==> config.mk <==
export PLATFORM = sky130hd
export DESIGN_NAME = mem_test_sequencer
export DESIGN_NICKNAME = d
export VERILOG_FILES = /design/src/rtl/mem_test_sequencer.sv
export SDC_FILE = /design/constraint.sdc
export NUM_CORES = 1
export LEC_CHECK = 0
export CAP_MARGIN = 20
export CORE_ASPECT_RATIO = 0.6
export CORE_MARGIN = 1
export CORE_UTILIZATION = 45
export DETAILED_ROUTE_END_ITERATION = 10
export PLACE_DENSITY = 0.76
export SLEW_MARGIN = 20
export SYNTH_ARGS = -nofsm -noshare
export SYNTH_HDL_FRONTEND = slang
export SYNTH_SLANG_ARGS = --single-unit
==> constraint.sdc <==
create_clock -name clk -period 6.64 [get_ports clk]
set_clock_uncertainty 0.05 [all_clocks]
set_input_delay 0.996 -clock clk [delete_from_list [all_inputs] [get_ports clk]]
set_output_delay 0.996 -clock clk [all_outputs]
set_load 0.1 [all_outputs]
==> src/rtl/mem_test_sequencer.sv <==
// Memory self-test sequencer.
// Writes a generated pattern over addresses 0..last_addr, reads every location
// back through an RD_LAT-deep compare pipeline, and reports pass/fail, the
// mismatch count and the first failing address.
//
// state  | meaning
// -------+-----------------------------------------------------------------
// IDLE   | waiting for start; address holds its last value
// WRITE  | wr_en on the bus for the current address
// READ   | rd_en on the bus; {expected, address} pushed into compare pipe
// DRAIN  | last read issued, waiting RD_LAT cycles for its data to compare
// DONE   | one-cycle done pulse with the final pass verdict
module mem_test_sequencer #(
    parameter int DATA_W = 16,
    parameter int ADDR_W = 11,
    parameter int RD_LAT = 1,
    parameter int ERR_W  = 16
) (
    input  logic              clk,
    input  logic              reset,
    input  logic              start,
    input  logic              abort,
    input  logic [1:0]        mode,
    input  logic [1:0]        pattern_sel,
    input  logic [DATA_W-1:0] seed,
    input  logic [ADDR_W-1:0] last_addr,
    input  logic [DATA_W-1:0] rd_data,
    output logic [DATA_W-1:0] data_out,
    output logic [ADDR_W-1:0] address,
    output logic              wr_en,
    output logic              rd_en,
    output logic              chip_sel,
    output logic              busy,
    output logic              done,
    output logic              pass,
    output logic [ERR_W-1:0]  err_count,
    output logic [ADDR_W-1:0] first_err_addr,
    output logic              first_err_valid
);

    typedef enum logic [2:0] {
        S_IDLE,
        S_WRITE,
        S_READ,
        S_DRAIN,
        S_DONE
    } state_t;

    localparam logic [1:0] MODE_ILV   = 2'd0;
    localparam logic [1:0] MODE_BURST = 2'd1;
    localparam logic [1:0] MODE_RO    = 2'd2;

    // Number of address bits that fit into the data word for the address pattern.
    localparam int CW = (DATA_W < ADDR_W) ? DATA_W : ADDR_W;

    // DRAIN is a down-counter; terminal count 0 means RD_LAT cycles have passed.
    localparam logic [2:0] DRAIN_INIT = 3'(RD_LAT - 1);

    // Pattern generator shared by the write path and the expected-value path.
    function automatic logic [DATA_W-1:0] pattern_of(
        input logic [1:0]        sel,
        input logic [DATA_W-1:0] s,
        input logic [ADDR_W-1:0] a
    );
        logic [DATA_W-1:0] a_ext;
        a_ext = '0;
        a_ext[CW-1:0] = a[CW-1:0];
        case (sel)
            2'd0:    pattern_of = s;
            2'd1:    pattern_of = a_ext;
            2'd2:    pattern_of = s ^ a_ext;
            default: pattern_of = ~s;
        endcase
    endfunction

    state_t            state;
    logic [1:0]        mode_q;
    logic [1:0]        pat_q;
    logic [DATA_W-1:0] seed_q;
    logic [ADDR_W-1:0] last_q;
    logic [2:0]        drain_cnt;

    logic [ADDR_W-1:0] addr_inc;
    logic [DATA_W-1:0] exp_now;
    logic [DATA_W-1:0] next_data;
    logic              at_last;
    logic              flush;

    logic              pipe_vld  [RD_LAT];
    logic [DATA_W-1:0] pipe_exp  [RD_LAT];
    logic [ADDR_W-1:0] pipe_addr [RD_LAT];

    logic              cmp_miss;
    logic [ADDR_W-1:0] cmp_addr;

    assign addr_inc  = address + 1'b1;
    assign exp_now   = pattern_of(pat_q, seed_q, address);
    assign next_data = pattern_of(pat_q, seed_q, addr_inc);

    // The terminal address is found before incrementing so all-ones never wraps.
    assign at_last   = (address == last_q);

    // Abort only matters once a run is active; in IDLE it just blocks start.
    assign flush     = abort && (state != S_IDLE);

    assign cmp_miss  = pipe_vld[RD_LAT-1] && (rd_data != pipe_exp[RD_LAT-1]);
    assign cmp_addr  = pipe_addr[RD_LAT-1];

    // Compare delay line: each read's expected data and address ride along
    // until the memory returns the matching rd_data RD_LAT cycles later.
    always_ff @(posedge clk or posedge reset) begin
        if (reset) begin
            for (int i = 0; i < RD_LAT; i++) begin
                pipe_vld[i]  <= 1'b0;
                pipe_exp[i]  <= '0;
                pipe_addr[i] <= '0;
            end
        end else begin
            pipe_vld[0]  <= rd_en && !flush;
            pipe_exp[0]  <= exp_now;
            pipe_addr[0] <= address;
            for (int i = 1; i < RD_LAT; i++) begin
                pipe_vld[i]  <= pipe_vld[i-1] && !flush;
                pipe_exp[i]  <= pipe_exp[i-1];
                pipe_addr[i] <= pipe_addr[i-1];
            end
        end
    end

    // Sequencer FSM with registered bus, status and result outputs.
    always_ff @(posedge clk or posedge reset) begin
        if (reset) begin
            state           <= S_IDLE;
            mode_q          <= MODE_ILV;
            pat_q           <= 2'd0;
            seed_q          <= '0;
            last_q          <= '0;
            drain_cnt       <= '0;
            data_out        <= '0;
            address         <= '0;
            wr_en           <= 1'b0;
            rd_en           <= 1'b0;
            chip_sel        <= 1'b0;
            busy            <= 1'b0;
            done            <= 1'b0;
            pass            <= 1'b0;
            err_count       <= '0;
            first_err_addr  <= '0;
            first_err_valid <= 1'b0;
        end else if (flush) begin
            // Results gathered so far are kept; the in-flight compares are dropped.
            state    <= S_IDLE;
            wr_en    <= 1'b0;
            rd_en    <= 1'b0;
            chip_sel <= 1'b0;
            busy     <= 1'b0;
            done     <= 1'b0;
            pass     <= 1'b0;
        end else begin
            if (cmp_miss) begin
                if (err_count != '1) begin
                    err_count <= err_count + 1'b1;
                end
                if (!first_err_valid) begin
                    first_err_valid <= 1'b1;
                    first_err_addr  <= cmp_addr;
                end
            end

            case (state)
                S_IDLE: begin
                    done <= 1'b0;
                    if (start && !abort) begin
                        mode_q          <= (mode == MODE_BURST || mode == MODE_RO) ? mode : MODE_ILV;
                        pat_q           <= pattern_sel;
                        seed_q          <= seed;
                        last_q          <= last_addr;
                        err_count       <= '0;
                        first_err_valid <= 1'b0;
                        first_err_addr  <= '0;
                        pass            <= 1'b0;
                        address         <= '0;
                        data_out        <= pattern_of(pattern_sel, seed, '0);
                        busy            <= 1'b1;
                        chip_sel        <= 1'b1;
                        if (mode == MODE_RO) begin
                            state <= S_READ;
                            rd_en <= 1'b1;
                            wr_en <= 1'b0;
                        end else begin
                            state <= S_WRITE;
                            wr_en <= 1'b1;
                            rd_en <= 1'b0;
                        end
                    end
                end

                S_WRITE: begin
                    if (mode_q == MODE_BURST) begin
                        if (at_last) begin
                            // Straight into the read phase with no idle cycle.
                            state   <= S_READ;
                            wr_en   <= 1'b0;
                            rd_en   <= 1'b1;
                            address <= '0;
                        end else begin
                            address  <= addr_inc;
                            data_out <= next_data;
                        end
                    end else begin
                        // Interleaved: read back the address just written.
                        state <= S_READ;
                        wr_en <= 1'b0;
                        rd_en <= 1'b1;
                    end
                end

                S_READ: begin
                    if (at_last) begin
                        state     <= S_DRAIN;
                        rd_en     <= 1'b0;
                        drain_cnt <= DRAIN_INIT;
                    end else begin
                        address <= addr_inc;
                        if (mode_q == MODE_ILV) begin
                            state    <= S_WRITE;
                            rd_en    <= 1'b0;
                            wr_en    <= 1'b1;
                            data_out <= next_data;
                        end
                    end
                end

                S_DRAIN: begin
                    if (drain_cnt == '0) begin
                        // The final compare lands on this same edge, so fold it in.
                        state    <= S_DONE;
                        done     <= 1'b1;
                        busy     <= 1'b0;
                        chip_sel <= 1'b0;
                        pass     <= (err_count == '0) && !cmp_miss;
                    end else begin
                        drain_cnt <= drain_cnt - 1'b1;
                    end
                end

                S_DONE: begin
                    state <= S_IDLE;
                    done  <= 1'b0;
                end

                default: begin
                    state <= S_IDLE;
                end
            endcase
        end
    end

endmodule

# After elaboration in Yosys (flattened, before gate mapping)
# Index checks and enable logic that the tools add are counted.
# totals
input_bits,51
output_inout_bits,61
reg_bits,125
elab_cells,151
# op_classes
reduce_logical,32
add_sub_neg,3
n_bitwise,5
n_mux,65
n_eq_ne,27
# ops
cell,n
$mux 16,9
$pmux 16 s3,3
$mux 11,8
$pmux 11 s3,1
$not 16->16,2
$pmux 16 s2,1
$xor 16x11->16,2
$mux 3,9
$mux 1,25
$add 16x1->16 const B,1
$logic_not 16->1,1
$ne 16x16->1,1
$ne 16x16->1 const B,1
$ne 2x2->1 const B,7
$ne 3x3->1 const B,4
$pmux 3 s4,1
$reduce_and 4->1,3
$reduce_bool 3->1,4
$add 11x1->11 const B,1
$eq 11x11->1,1
$reduce_and 5->1,2
$eq 2x1->1 const B,4
$ne 4x4->1 const B,2
$reduce_and 7->1,1
20 further kinds,38

# Depth between registers and ports, before layout
# logic_depth
depth_word,7
mapped_depth,8

# Worst setup path before layout
# No wires, ideal clock.
# synth_timing
path_type,reg-to-reg
start,reg address[3]
end,reg data_out[5]
arrival_ns,2.663
setup_time_ns,0.126
path_stages_with_launch,8
synth_period_minus_slack_ns,2.839
slack_ns,3.801
cell_sequence,dfrtp_1 > buf_2 > xnor2_1 > nand4_1 > or4_1 > nand3b_1 > buf_2 > mux2_2
# synth_via
elab_chain_cells,6
word_cells_on_any_way,12
classes_between,add/sub: 1; eq/ne: 3; mux: 6; bitwise: 1; reduce/logical: 1
# synth_rtl
item,line_no,rtl
from (decl),29,"output logic [ADDR_W-1:0] address,"
from (signal assigned),207,address <= addr_inc;
from (signal assigned),224,address <= addr_inc;
$add 11x1->11,96,assign addr_inc = address + 1'b1;
$xor 16x11->16,71,2'd2: pattern_of = s ^ a_ext;
$pmux 16 s3,68,case (sel)
$mux 16 (on tied branches),"225, 200",
$mux 16 (on tied branches),"219, 199",
$pmux 16 s3,170,case (state)
to (signal assigned),183,"data_out <= pattern_of(pattern_sel, seed, '0);"
to (signal assigned),208,data_out <= next_data;
to (signal assigned),229,data_out <= next_data;
to (decl),28,"output logic [DATA_W-1:0] data_out,"
# Several ways; a longest one is shown, not always the timed one. The select of a mux whose other input is x is not followed.
# A chain may end at the register's enable or synchronous reset.

# Final worst setup path
# layout_timing
start,reg address[0]
end,out address[0]
# No word-level cell between the ends.

==> flow_summary.toml <==
[outcome]
status = "finished clean"

[synth]
async_reset_ff_frac = 1.00
yosysSeqAreaShare = 0.474
synth_edf_count = 0
synthTopCellsByArea = "dfrtp_1, nand2_1, xnor2_1"
synthMuxAreaShare = 0.0516
yosys_warnings = 0
syn_nets = 798
ys_ff_latch = 125
synth_compound_area_frac = 0.152
yosys.area_share.simple = 0.218
syn_area_um2 = 6600
synthXorXnorAreaFrac = 0.0531
syn_avg_cell_area_um2 = 8.89
synth_top_family_by_area = "simple AND/OR/NAND/NOR gates"
synth_fa_ha_area_frac = 0.00948
synth_area_leader_cell = "dfrtp_1"
synth_top_area_share = 0.474
synth.distinct_cells = 61
synthFlopType = "dfrtp_1"
synth_cells = 742

[setup_path]
crit_start = "address[0]"
cp.required_ns = 5.59
r2r_cells = 7
cp_slowest_cell = "clkdlybuf4s50_1"
path_max_fanout = 12
path_cells = "clkdlybuf4s50_1"
start_kind = "flop"
cp-end-kind = "primary output"
r2r-start = "address[0]"
ff2ff_setup_slack_ns = 3.93
crit_arrival_ns = 2.31
crit_type = "flop to primary output"
critical_path.top_delay_family = "buffers and inverters"
r2r_end = "data_out[6]"
slowest_delay_ns = 1.23
crit_buf_inv = 1

[sta]
rsz0062_at_grt = "no"
finalHoldViolations = 0
fmax_mhz = 298
tns_ns = 0
worst_pin_slew_ns = 1.02
relSlewSlack = 0.318
maxSlewViolCount = 0
setup_viol = 0
period_needed_ns = 3.36
fin_crit_sh = 0.505

[finish]
final_common_cell = "nand2_1"
antennaDiodeCount = 0
nets = 887
post-route-util = 0.597
layout_common_cells = "nand2_1, dfrtp_1, clkdlybuf4s50_1, nor2_1, o21ai_0"
areaGrowthSynthToFinish_pct = 26.6
nFillCells = 1206
drive_gt1_frac = 0.0640

[route]
detail-route-antenna-nets = 0
wl_per_cell_um = 17.2
m1WireLength_um = 9090
dr_wl_met2_um = 6750
drc_errors = 0
viasPerCell = 5.60
drt_iter0_drc = 682
vias = 5798
top_layer_used = "met4"
drt-total-wl_um = 17800
met3_length_um = 1840
drt_first_pass_iters = 6

[floorplan]
ios = 112
die_h_um = 95.8
die-area_um2 = 15200
num_rows = 33
core_um2 = 14000
die_w_um = 158
initial_core_util = 0.471

[clock_tree]
cts-buffers-inserted = 17
post_cts_resize_count = 0
cts_tree = "yes"
ctsHoldBuffers = 0
htree_num_levels = 4
clock_path_buffers = 2
clock_latency_ns = 0.42
clock-sinks = 125
clk_pin_slew_ns = 0.06
cts_root_buf = "clkbuf_16"
cts_setup_buffers = 0

[power]
p_leak_nw = 3.67
pwr_density_cell_nw_per_um2 = 460
peakVddDrop_mv = 0.304

[global_route]
gr-total-overflow = 0
antenna_found_initial = 0
grt_pass1_wl_um = 28100
grt_max_degree = 72
track_usage = 0.248
grt_pass1_vias = 5226

[placement]
globalplace.congestion = 0.928
port_buffers = 111
place_hpwl_um = 12700

[worst_hold_path]
holdPathEnd = "data_out[9]"
min_from = "data_out[9]"
min_delay_path_depth = 2
hold_path.class = "flop to flop"

[job]
maxCapViolCount = 0
-- worst max path at each step --
stage / slack [ns] / to / cells past startpoint
floorplan: 2.27 / address[0] / 1
global placement: 3.21 / err_count[3] / 6
detailed placement: 3.11 / first_err_addr[7] / 7
CTS: 3.27 / address[3] / 1
global route: 3.18 / address[0] / 1
finish: 3.28 / address[0] / 1
-- per-stage QoR --
step / instances / power, W / setup slack (ns) / area (um^2) / hold WS (ns)
detailed placement: 1004 / 0.00296 / 3.11 / 7790 / 0.422
finish: 1036 / 0.00384 / 3.28 / 8350 / 0.434
CTS: 1036 / 0.00384 / 3.27 / 8350 / 0.435
floorplan: 742 / 0.00250 / 2.27 / 6600 / 0.406
global route: 1036 / 0.00406 / 3.18 / 8350 / 0.473
global placement: 1004 / 0.00294 / 3.21 / 7790 / 0.417
-- layer usage --
metal / track usage / vias up
met5: 0 / -
li1: - / 2773
met4: 0.0481 / 0
met3: 0.0725 / 12
met1: 0.397 / 2726
met2: 0.320 / 287
-- kinds of logic after synthesis --
family	Yosys count
AOI/OAI and AO/OA	154
buffers and inverters	66
DFF	125
xor gates and xnor gates	40
muxes	33
and+or+nand+nor	319
adders and majority gates	5
-- registers in the layout (all words and copies together) (netlist names) --
signal,cells
pass,1
first_err_valid,1
pat_q,2
pipe_exp,16
pipe_vld,1
drain_cnt,3
state,3
address,11
cmp_addr,11
first_err_addr,11
data_out,16
done,1
wr_en,1
mode_q,2
err_count,16
rd_en,1
seed_q,16
busy,1
last_q,11
-- power breakdown --
| group | internal, W | switching (W) | leakage, nW |
|---|---|---|---|
| logic | 0.000534 | 0.00122 | 1.76 |
| registers | 0.000982 | 0.000238 | 1.64 |
| clock network | 0.000504 | 0.000365 | 0.272 |
-- layout make-up --
cell class	count	area, um^2	share of cell area
well taps	192	240	0.0288
multi-input cells	551	3200	0.383
repair buffers	116	1150	0.138
clock buffers	19	453	0.0542
inverters	20	77.6	0.00929
flip-flops and latches	125	3130	0.375
clock inverters	13	104	0.0124
-- Yosys cell counts, types with 16 or more instances --
cell type / count
xnor2_1: 34
nand2_1: 147
o21ai_0: 53
nand3_1: 25
dfrtp_1: 125
or3_1: 16
inv_1: 20
a21oi_1: 28
clkbuf_1: 30
nor2_1: 72
mux2i_1: 25
No activity file was read; power rests on OpenSTA's default activity.
